<file path="config.mk">
export PLATFORM = sky130hd
export DESIGN_NAME = grayscale_word_packer_flat
export DESIGN_NICKNAME = d
export VERILOG_FILES = /design/src/rtl/grayscale_word_packer_if.sv /design/src/rtl/grayscale_word_packer.sv /design/src/flat_wrapper.sv
export SDC_FILE = /design/constraint.sdc
export NUM_CORES = 1
export LEC_CHECK = 0
export ABC_AREA = 1
export BUFFER_PORTS_ARGS = -buffer_cell sky130_fd_sc_hd__clkbuf_2
export CAP_MARGIN = 20
export CORE_MARGIN = 3
export CORE_UTILIZATION = 55
export CTS_BUF_LIST = sky130_fd_sc_hd__clkbuf_8
export DETAILED_ROUTE_END_ITERATION = 8
export GPL_TIMING_DRIVEN = 0
export PLACE_DENSITY = 0.73
export SYNTH_ARGS = -nofsm -noshare
export SYNTH_HDL_FRONTEND = slang
export SYNTH_SLANG_ARGS = --single-unit
export TNS_END_PERCENT = 20
</file>
<file path="constraint.sdc">
create_clock -name clock -period 3.5 [get_ports clock]
set_input_delay 0.7 -clock clock [delete_from_list [all_inputs] [get_ports clock]]
set_output_delay 0.7 -clock clock [all_outputs]
set_load 0.02 [all_outputs]
</file>
<file path="src/rtl/grayscale_word_packer_if.sv">
// Bus between the grayscale converter, the word packer and the DMA side.
// The packer uses the master modport; the environment driving it uses slave.
interface grayscale_word_packer_if #(
  parameter int FIFO_DEPTH  = 8,
  parameter int COUNT_WIDTH = 16
);
  logic                          frameStart;
  logic                          pixelValid;
  logic [7:0]                    grayscale;
  logic                          wordValid;
  logic [31:0]                   wordData;
  logic                          wordReady;
  logic [$clog2(FIFO_DEPTH):0]   fifoLevel;
  logic                          overflow;
  logic                          clearOverflow;
  logic [COUNT_WIDTH-1:0]        wordCount;

  modport master (
    input  frameStart, pixelValid, grayscale, wordReady, clearOverflow,
    output wordValid, wordData, fifoLevel, overflow, wordCount
  );

  modport slave (
    output frameStart, pixelValid, grayscale, wordReady, clearOverflow,
    input  wordValid, wordData, fifoLevel, overflow, wordCount
  );
endinterface

</file>
<file path="src/rtl/grayscale_word_packer.sv">
// Packs four 8-bit grayscale pixels into a 32-bit word (first pixel in the low byte)
// and queues the words in a first-word-fall-through FIFO for the DMA side.
module grayscale_word_packer #(
  parameter int FIFO_DEPTH  = 8,
  parameter int COUNT_WIDTH = 16
) (
  input  logic                   clock,
  input  logic                   nReset,
  grayscale_word_packer_if.master bus
);
  localparam int ADDR_WIDTH  = $clog2(FIFO_DEPTH);
  localparam int LEVEL_WIDTH = ADDR_WIDTH + 1;
  localparam logic [LEVEL_WIDTH-1:0] FULL_LEVEL = LEVEL_WIDTH'(FIFO_DEPTH);

  logic [1:0]             byte_idx;
  logic [23:0]            assembly;
  logic [31:0]            mem [FIFO_DEPTH];
  logic [ADDR_WIDTH-1:0]  wr_ptr;
  logic [ADDR_WIDTH-1:0]  rd_ptr;
  logic [LEVEL_WIDTH-1:0] level;
  logic [COUNT_WIDTH-1:0] word_count;
  logic                   overflow_flag;

  logic        push_req;
  logic        pop;
  logic        push_accept;
  logic        drop;
  logic [31:0] complete_word;

  // frameStart forces the index to 0, so a same-cycle pixel can never complete a word.
  assign push_req      = bus.pixelValid && !bus.frameStart && (byte_idx == 2'd3);
  assign pop           = (level != '0) && bus.wordReady;
  assign push_accept   = push_req && ((level != FULL_LEVEL) || pop);
  assign drop          = push_req && !push_accept;
  assign complete_word = {bus.grayscale, assembly};

  // The fourth lane is never stored: it goes straight into the pushed word.
  always_ff @(posedge clock or negedge nReset) begin
    if (!nReset) begin
      byte_idx <= 2'd0;
      assembly <= '0;
    end else if (bus.frameStart) begin
      if (bus.pixelValid) begin
        assembly[7:0] <= bus.grayscale;
        byte_idx      <= 2'd1;
      end else begin
        byte_idx <= 2'd0;
      end
    end else if (bus.pixelValid) begin
      case (byte_idx)
        2'd0:    assembly[7:0]   <= bus.grayscale;
        2'd1:    assembly[15:8]  <= bus.grayscale;
        2'd2:    assembly[23:16] <= bus.grayscale;
        default: ;
      endcase
      byte_idx <= byte_idx + 2'd1;
    end
  end

  always_ff @(posedge clock) begin
    if (push_accept) begin
      mem[wr_ptr] <= complete_word;
    end
  end

  // Pointers wrap naturally because the depth is a power of two.
  always_ff @(posedge clock or negedge nReset) begin
    if (!nReset) begin
      wr_ptr <= '0;
      rd_ptr <= '0;
      level  <= '0;
    end else begin
      if (push_accept) begin
        wr_ptr <= wr_ptr + ADDR_WIDTH'(1);
      end
      if (pop) begin
        rd_ptr <= rd_ptr + ADDR_WIDTH'(1);
      end
      case ({push_accept, pop})
        2'b10:   level <= level + LEVEL_WIDTH'(1);
        2'b01:   level <= level - LEVEL_WIDTH'(1);
        default: level <= level;
      endcase
    end
  end

  always_ff @(posedge clock or negedge nReset) begin
    if (!nReset) begin
      word_count    <= '0;
      overflow_flag <= 1'b0;
    end else begin
      if (bus.frameStart) begin
        word_count <= '0;
      end else if (push_accept) begin
        word_count <= word_count + COUNT_WIDTH'(1);
      end
      if (drop) begin
        overflow_flag <= 1'b1;
      end else if (bus.clearOverflow) begin
        overflow_flag <= 1'b0;
      end
    end
  end

  assign bus.wordValid = (level != '0);
  assign bus.wordData  = (level != '0) ? mem[rd_ptr] : 32'h0;
  assign bus.fifoLevel = level;
  assign bus.overflow  = overflow_flag;
  assign bus.wordCount = word_count;
endmodule
</file>
<file path="src/flat_wrapper.sv">
// flat-port wrapper written by rule: the top's interface ports become plain ports
module grayscale_word_packer_flat 
#(
  parameter int FIFO_DEPTH  = 8,
  parameter int COUNT_WIDTH = 16
)
  (clock, nReset, bus_frameStart, bus_pixelValid, bus_grayscale, bus_wordReady, bus_clearOverflow, bus_wordValid, bus_wordData, bus_fifoLevel, bus_overflow, bus_wordCount);
  grayscale_word_packer_if #(.FIFO_DEPTH(FIFO_DEPTH), .COUNT_WIDTH(COUNT_WIDTH)) bus_i ();
  input  logic clock;
  input  logic nReset;
  input wire logic [$bits(bus_i.frameStart)-1:0] bus_frameStart;
  input wire logic [$bits(bus_i.pixelValid)-1:0] bus_pixelValid;
  input wire logic [$bits(bus_i.grayscale)-1:0] bus_grayscale;
  input wire logic [$bits(bus_i.wordReady)-1:0] bus_wordReady;
  input wire logic [$bits(bus_i.clearOverflow)-1:0] bus_clearOverflow;
  output wire logic [$bits(bus_i.wordValid)-1:0] bus_wordValid;
  output wire logic [$bits(bus_i.wordData)-1:0] bus_wordData;
  output wire logic [$bits(bus_i.fifoLevel)-1:0] bus_fifoLevel;
  output wire logic [$bits(bus_i.overflow)-1:0] bus_overflow;
  output wire logic [$bits(bus_i.wordCount)-1:0] bus_wordCount;
  assign bus_i.frameStart = bus_frameStart;
  assign bus_i.pixelValid = bus_pixelValid;
  assign bus_i.grayscale = bus_grayscale;
  assign bus_i.wordReady = bus_wordReady;
  assign bus_i.clearOverflow = bus_clearOverflow;
  assign bus_wordValid = bus_i.wordValid;
  assign bus_wordData = bus_i.wordData;
  assign bus_fifoLevel = bus_i.fifoLevel;
  assign bus_overflow = bus_i.overflow;
  assign bus_wordCount = bus_i.wordCount;
  grayscale_word_packer #(.FIFO_DEPTH(FIFO_DEPTH), .COUNT_WIDTH(COUNT_WIDTH)) u_core (.clock(clock), .nReset(nReset), .bus(bus_i));
endmodule
</file>
## Yosys cells after proc, flatten, opt, wreduce, memory -nomap -nowiden

Memories as Yosys holds them, arrays and structs flattened.
Index checks and enable logic that the tools add are counted.

| storage, ports and cells | value |
|---|---|
| word-level logic and storage cells | 56 |
| flip-flop bits (word level) | 53 |
| memories kept | 1 |
| RAM bits | 256 |

| cells by class | value |
|---|---|
| muxes and demuxes | 15 |
| eq/ne operators | 6 |
| add/sub/neg operators | 6 |
| reductions and logical operators | 18 |
| bitwise logic cells | 1 |

Memory list:

| name | words | width | rd ports | clocked after Yosys merged registers in | write ports | RTL line | source |
|---|---|---|---|---|---|---|---|
| u_core.mem | 8 | 32 | 1 | 0 | 1 | grayscale_word_packer.sv:17 | `logic [31:0] mem [FIFO_DEPTH];` |

Operators by type and width:

| operator | count |
|---|---|
| $mux 16 | 2 |
| $mux 32 | 1 |
| $mux 8 | 4 |
| $add 16x1->16 const B | 1 |
| $reduce_bool 2->1 | 5 |
| $pmux 4 s2 | 1 |
| $add 3x1->3 const B | 2 |
| $eq 2x2->1 const B | 3 |
| $reduce_and 3->1 | 2 |
| $logic_and 1x1->1 | 5 |
| $mux 1 | 5 |
| $add 4x1->4 const B | 1 |
| $eq 2x1->1 const B | 2 |
| $mux 2 | 2 |
| $ne 4x4->1 const B | 1 |
| $reduce_bool 4->1 | 1 |
| $sub 4x1->4 const B | 1 |
| $add 2x1->2 const B | 1 |
| $logic_not 1->1 | 2 |
| $logic_not 2->1 | 1 |
| $reduce_and 2->1 | 1 |
| $logic_or 1x1->1 | 1 |
| $not 1->1 | 1 |

## Longest topological paths before layout

| logic depth | value |
|---|---|
| depth in word-level cells | 7 |
| gate-level depth with buffers | 14 |
| depth with buffers taken out | 14 |

## Worst setup path after synthesis

Ideal clock, no wire load.

| timing path | value |
|---|---|
| path type | input port to flip-flop |
| start point | input port bus_frameStart |
| end point | memory u_core.mem[1][0], enable pin |
| buffers on the path | 1 |
| path slack | 0.364 ns |
| data arrival time | 2.715 ns |
| cell stages on the path | 8 |
| path through | inv_2 > nand2_2 > nor2_4 > nand2_1 > buf_6 > inv_4 > nand2_1 > nor2_1 |

| between the ends | value |
|---|---|
| longest elaborated chain between the ends | 6 |

Ends and longest elaborated chain:

| item | RTL line | source |
|---|---|---|
| start, declared | flat_wrapper.sv:11 | `input wire logic [$bits(bus_i.frameStart)-1:0] bus_frameStart;` |
| $logic_not 1->1 | grayscale_word_packer.sv:31 | `assign push_req = bus.pixelValid && !bus.frameStart && (byte_idx == 2'd3);` |
| $logic_and 1x1->1 (2 in a row) | grayscale_word_packer.sv:31 |  |
| $logic_and 1x1->1 | grayscale_word_packer.sv:33 | `assign push_accept = push_req && ((level != FULL_LEVEL) \|\| pop);` |
| $mux 1 | grayscale_word_packer.sv:61 | `if (push_accept) begin` |
| $mux 1 (implied by the code) | grayscale_word_packer.sv:62 | `mem[wr_ptr] <= complete_word;` |
| end, declared | grayscale_word_packer.sv:17 |  |

No other way between the ends.

## Worst setup path in the final report

| timing path | value |
|---|---|
| start point | register u_core.rd_ptr[1] |
| end point | output port bus_wordData[29] |

| between the ends | value |
|---|---|
| longest elaborated chain between the ends | 2 |

Ends and longest elaborated chain:

| item | RTL line | source |
|---|---|---|
| start, declared | grayscale_word_packer.sv:19 | `logic [ADDR_WIDTH-1:0] rd_ptr;` |
| start signal, assigned | grayscale_word_packer.sv:77 | `rd_ptr <= rd_ptr + ADDR_WIDTH'(1);` |
| $mem_v2 8x32 | -- |  |
| $mux 32 | grayscale_word_packer.sv:106 | `assign bus.wordData = (level != '0) ? mem[rd_ptr] : 32'h0;` |
| end, declared | flat_wrapper.sv:17 | `output wire logic [$bits(bus_i.wordData)-1:0] bus_wordData;` |

No other way between the ends.

==> results_dict.tcl <==
set metrics [dict create \
    synthDistinctLibCells 36 \
    drive_gt1_frac 0.1543 \
    fmax_mhz 292.0 \
    slew_headroom 0.5090 \
    io_pins 68 \
    powerDensity_nw_per_um2 796.7 \
    dieWidth_um 157.5 \
    synth.most_common_cell "edfxtp_1" \
    power_mw 11.58 \
    clk_latency_ns 0.55 \
    worst_slew_pin_slew_ns 0.7365 \
    ys_seq_elements 309 \
    drt_iter0_markers 921 \
    netlist_area_um2 12630 \
    cts_setup_buffers 0 \
    instances_no_fill 1518 \
    power_leakage_nw 5.545 \
    ys_warn_count 0 \
    clockBufferDepth 3 \
    use_met2 0.4017 \
    core_um2 22160 \
    h-tree-depth 2 \
    rows 54 \
    drtPass1Iterations 5 \
    critPathArrivalTime_ns 2.73 \
    critPathLaunchType "flip-flop" \
    slowest_stage "clkbuf_1" \
    clk_pin_slew_ns 0.06 \
    fillCellCount 1629 \
    end_kind "primary output" \
    crit_fanout 10 \
    min_path_type "in2async" \
    seqPwrFrac 0.390 \
    rsz0062_at_grt "false" \
    dieArea_um2 24810 \
    synthFlopType "edfxtp_1" \
    max_stage_delay_ns 0.55 \
    setup_viol_count_final 0 \
    grt_util_all_layers 0.2487 \
    cts_tree "yes" \
    wirelength_um 30150 \
    grt.busiest_layer "met2" \
    wire_per_inst_um 19.86 \
    p_switching_mw 4.457 \
    yosys.area.top_type "edfxtp_1" \
    p_sw_frac 0.3848 \
    use_met3 0.04317 \
    first_global_vias 8361 \
    r2r-end "u_core.mem[5][17]" \
    synthCells 1076 \
    hold_viol 0 \
    syn_avg_cell_area_um2 11.73 \
    dr_total_vias 8701 \
    syn_nets 1100 \
    min_period_ns 3.425 \
    cts-root-buf "clkbuf_8" \
    dp_hpwl_um 19280 \
    fin_area_um2 14540 \
    combPwrFrac 0.355 \
    netlist_top_cells_area "edfxtp_1 61%, dfrtp_1 11%, nor2_1 7.5%, o21ai_0 6.3%, nand2_1 3.7%" \
    drcViolationCount 0 \
    timing.final.crit_share 0.9786 \
    fin_ws_ns 0.07490 \
    ir_drop_v 0.0004567 \
    r2r_slack_ns 1.03 \
    cts_sinks 309 \
    synth-edff-count 256 \
    fin_util 0.6561 \
    status "complete, no violations" \
    clkPwrFrac 0.254 \
    synthTopCellsByCount "256 x edfxtp_1, 251 x nor2_1, 160 x o21ai_0, 126 x nand2_1, 53 x dfrtp_1" \
    cp_common_cell "nor2_1" \
    use_met1 0.3451 \
    maxCapViolCount 0 \
    dpl.cell_count 1432 \
    initial_core_util 0.5697 \
    fin_skew_ns 0.01833 \
    p_int_mw 7.127 \
    crit_type "reg2out" \
    area_growth_pct 15.16 \
    ys_seq_area_frac 0.7139 \
    final_max_slew_viol_count 0 \
    placed_area_um2 13560 \
    path_cells "inv_1, clkbuf_1, o21ai_0, o22ai_1, nor2_1, nor2_1, clkbuf_2" \
    critPathBufInv 3 \
    grt.overflow.total 0 \
    crit_required_ns 2.80 \
    antenna_found_initial 0 \
    via_per_inst 5.732 \
    reg2reg_depth 9 \
    synth_top_area_frac 0.6089 \
    cts_hold_buf 0 \
    cts_made_buffers 47 \
    pre_cts_ws_ns 0.5238 \
    cts-resized-gates 0 \
    num_antenna_cells 0 \
    die_h_um 157.5 \
    grt_pass1_wl_um 46820 \
    ant_nets 0 \
    path_delay_family "buffers and inverters" \
    synthArstFlopShare 0.1715 \
    nNetsFinal 1225 \
    worstReg2RegStart "u_core.byte_idx[0]" \
    grt_max_degree 32 \
    gp_congestion 0.8338 \
    io_buffers 67 \
]
-- cells by family (layout without fill, tap and decap cells) --
group / count (synthesis) / count (layout) / synth area share
AND/OR/NAND/NOR: 415 / 415 / 0.1317
adder cells (fa/ha/maj): 10 / 10 / 0.01050
flip-flops: 309 / 309 / 0.7139
XOR/XNOR: 9 / 9 / 0.006244
buffers and inverters: 97 / 259 / 0.03330
AO/OA/AOI/OAI: 236 / 236 / 0.1043
-- per-stage QoR --
stage                     hold slack (ns)  setup TNS (ns)
after global routing               0.1893               0
after detailed placement           0.5142               0
after global placement             0.5051         -167.17
final                              0.1955               0
after floorplan                    0.4044               0
after CTS                          0.1741               0
-- cell type report --
class,instances,area [um^2],area share
Clock buffer,64,880.8,0.06058
Multi-Input combinational cell,670,3242,0.2230
Clock inverter,22,95.09,0.006540
Buffer,56,264.0,0.01816
Tap cell,280,350.3,0.02409
Timing Repair Buffer,76,538.0,0.03700
Inverter,41,156.4,0.01076
Sequential cell,309,9014,0.6199
-- worst max-delay path by stage --
stage	startpoint	endpoint	slack, ns	depth (start not counted)
3_3_place_gp	bus_frameStart	u_core.mem[3][20]	-1.30	9
5_1_grt	u_core.rd_ptr[1]	bus_wordData[29]	0.01	7
4_1_cts	u_core.rd_ptr[1]	bus_wordData[29]	0.17	7
3_5_place_dp	bus_frameStart	u_core.mem[5][15]	0.52	10
2_1_floorplan	bus_frameStart	u_core.mem[1][0]	0.36	8
6_report	u_core.rd_ptr[1]	bus_wordData[29]	0.07	7
-- placed cells by master, fill, tap and decap left out, types with 2 or more instances in the layout --
master and instances:
nand3_1 14, buf_4 7, edfxtp_1 256, clkbuf_2 68
o211ai_1 32, nand2_1 126, buf_2 15, o21ai_0 160
inv_1 52, ha_1 9, o31ai_1 2, inv_2 3
clkbuf_8 64, nor2_1 247, o22ai_1 32, nor2_2 3
clkbuf_1 31, o21bai_1 3, a21oi_1 5, dfrtp_1 53
nor2_4 9, clkinv_2 4, buf_12 6, buf_16 3
nand4_1 9, xnor2_1 2, clkinvlp_4 2, xor2_1 7
-- metal layers --
| metal | routed length (um) | up-vias |
|---|---|---|
| met5 | 0 | - |
| met1 | 12270 | 4183 |
| met2 | 14500 | 408 |
| li1 | - | 4042 |
| met3 | 2474 | 68 |
| met4 | 900 | 0 |
-- state kept, by name (all words and copies together), names as in the netlist --
register / count
u_core.bus.overflow: 1
u_core.bus.wordCount: 16
u_core.bus.fifoLevel: 4
u_core.rd_ptr: 3
u_core.assembly: 24
u_core.mem: 256
u_core.byte_idx: 2
u_core.wr_ptr: 3
-- power groups by stage --
stage / sequential [mW] / combinational, mW / clock (mW)
after floorplan: 4.53 / 2.63 / 0
after global placement: 4.58 / 3.99 / 0
after detailed placement: 4.59 / 4.09 / 0
after CTS: 4.52 / 4.11 / 2.98
after global routing: 4.55 / 4.54 / 3.16
final: 4.52 / 4.11 / 2.95
No activity file was read; power rests on OpenSTA's default activity.
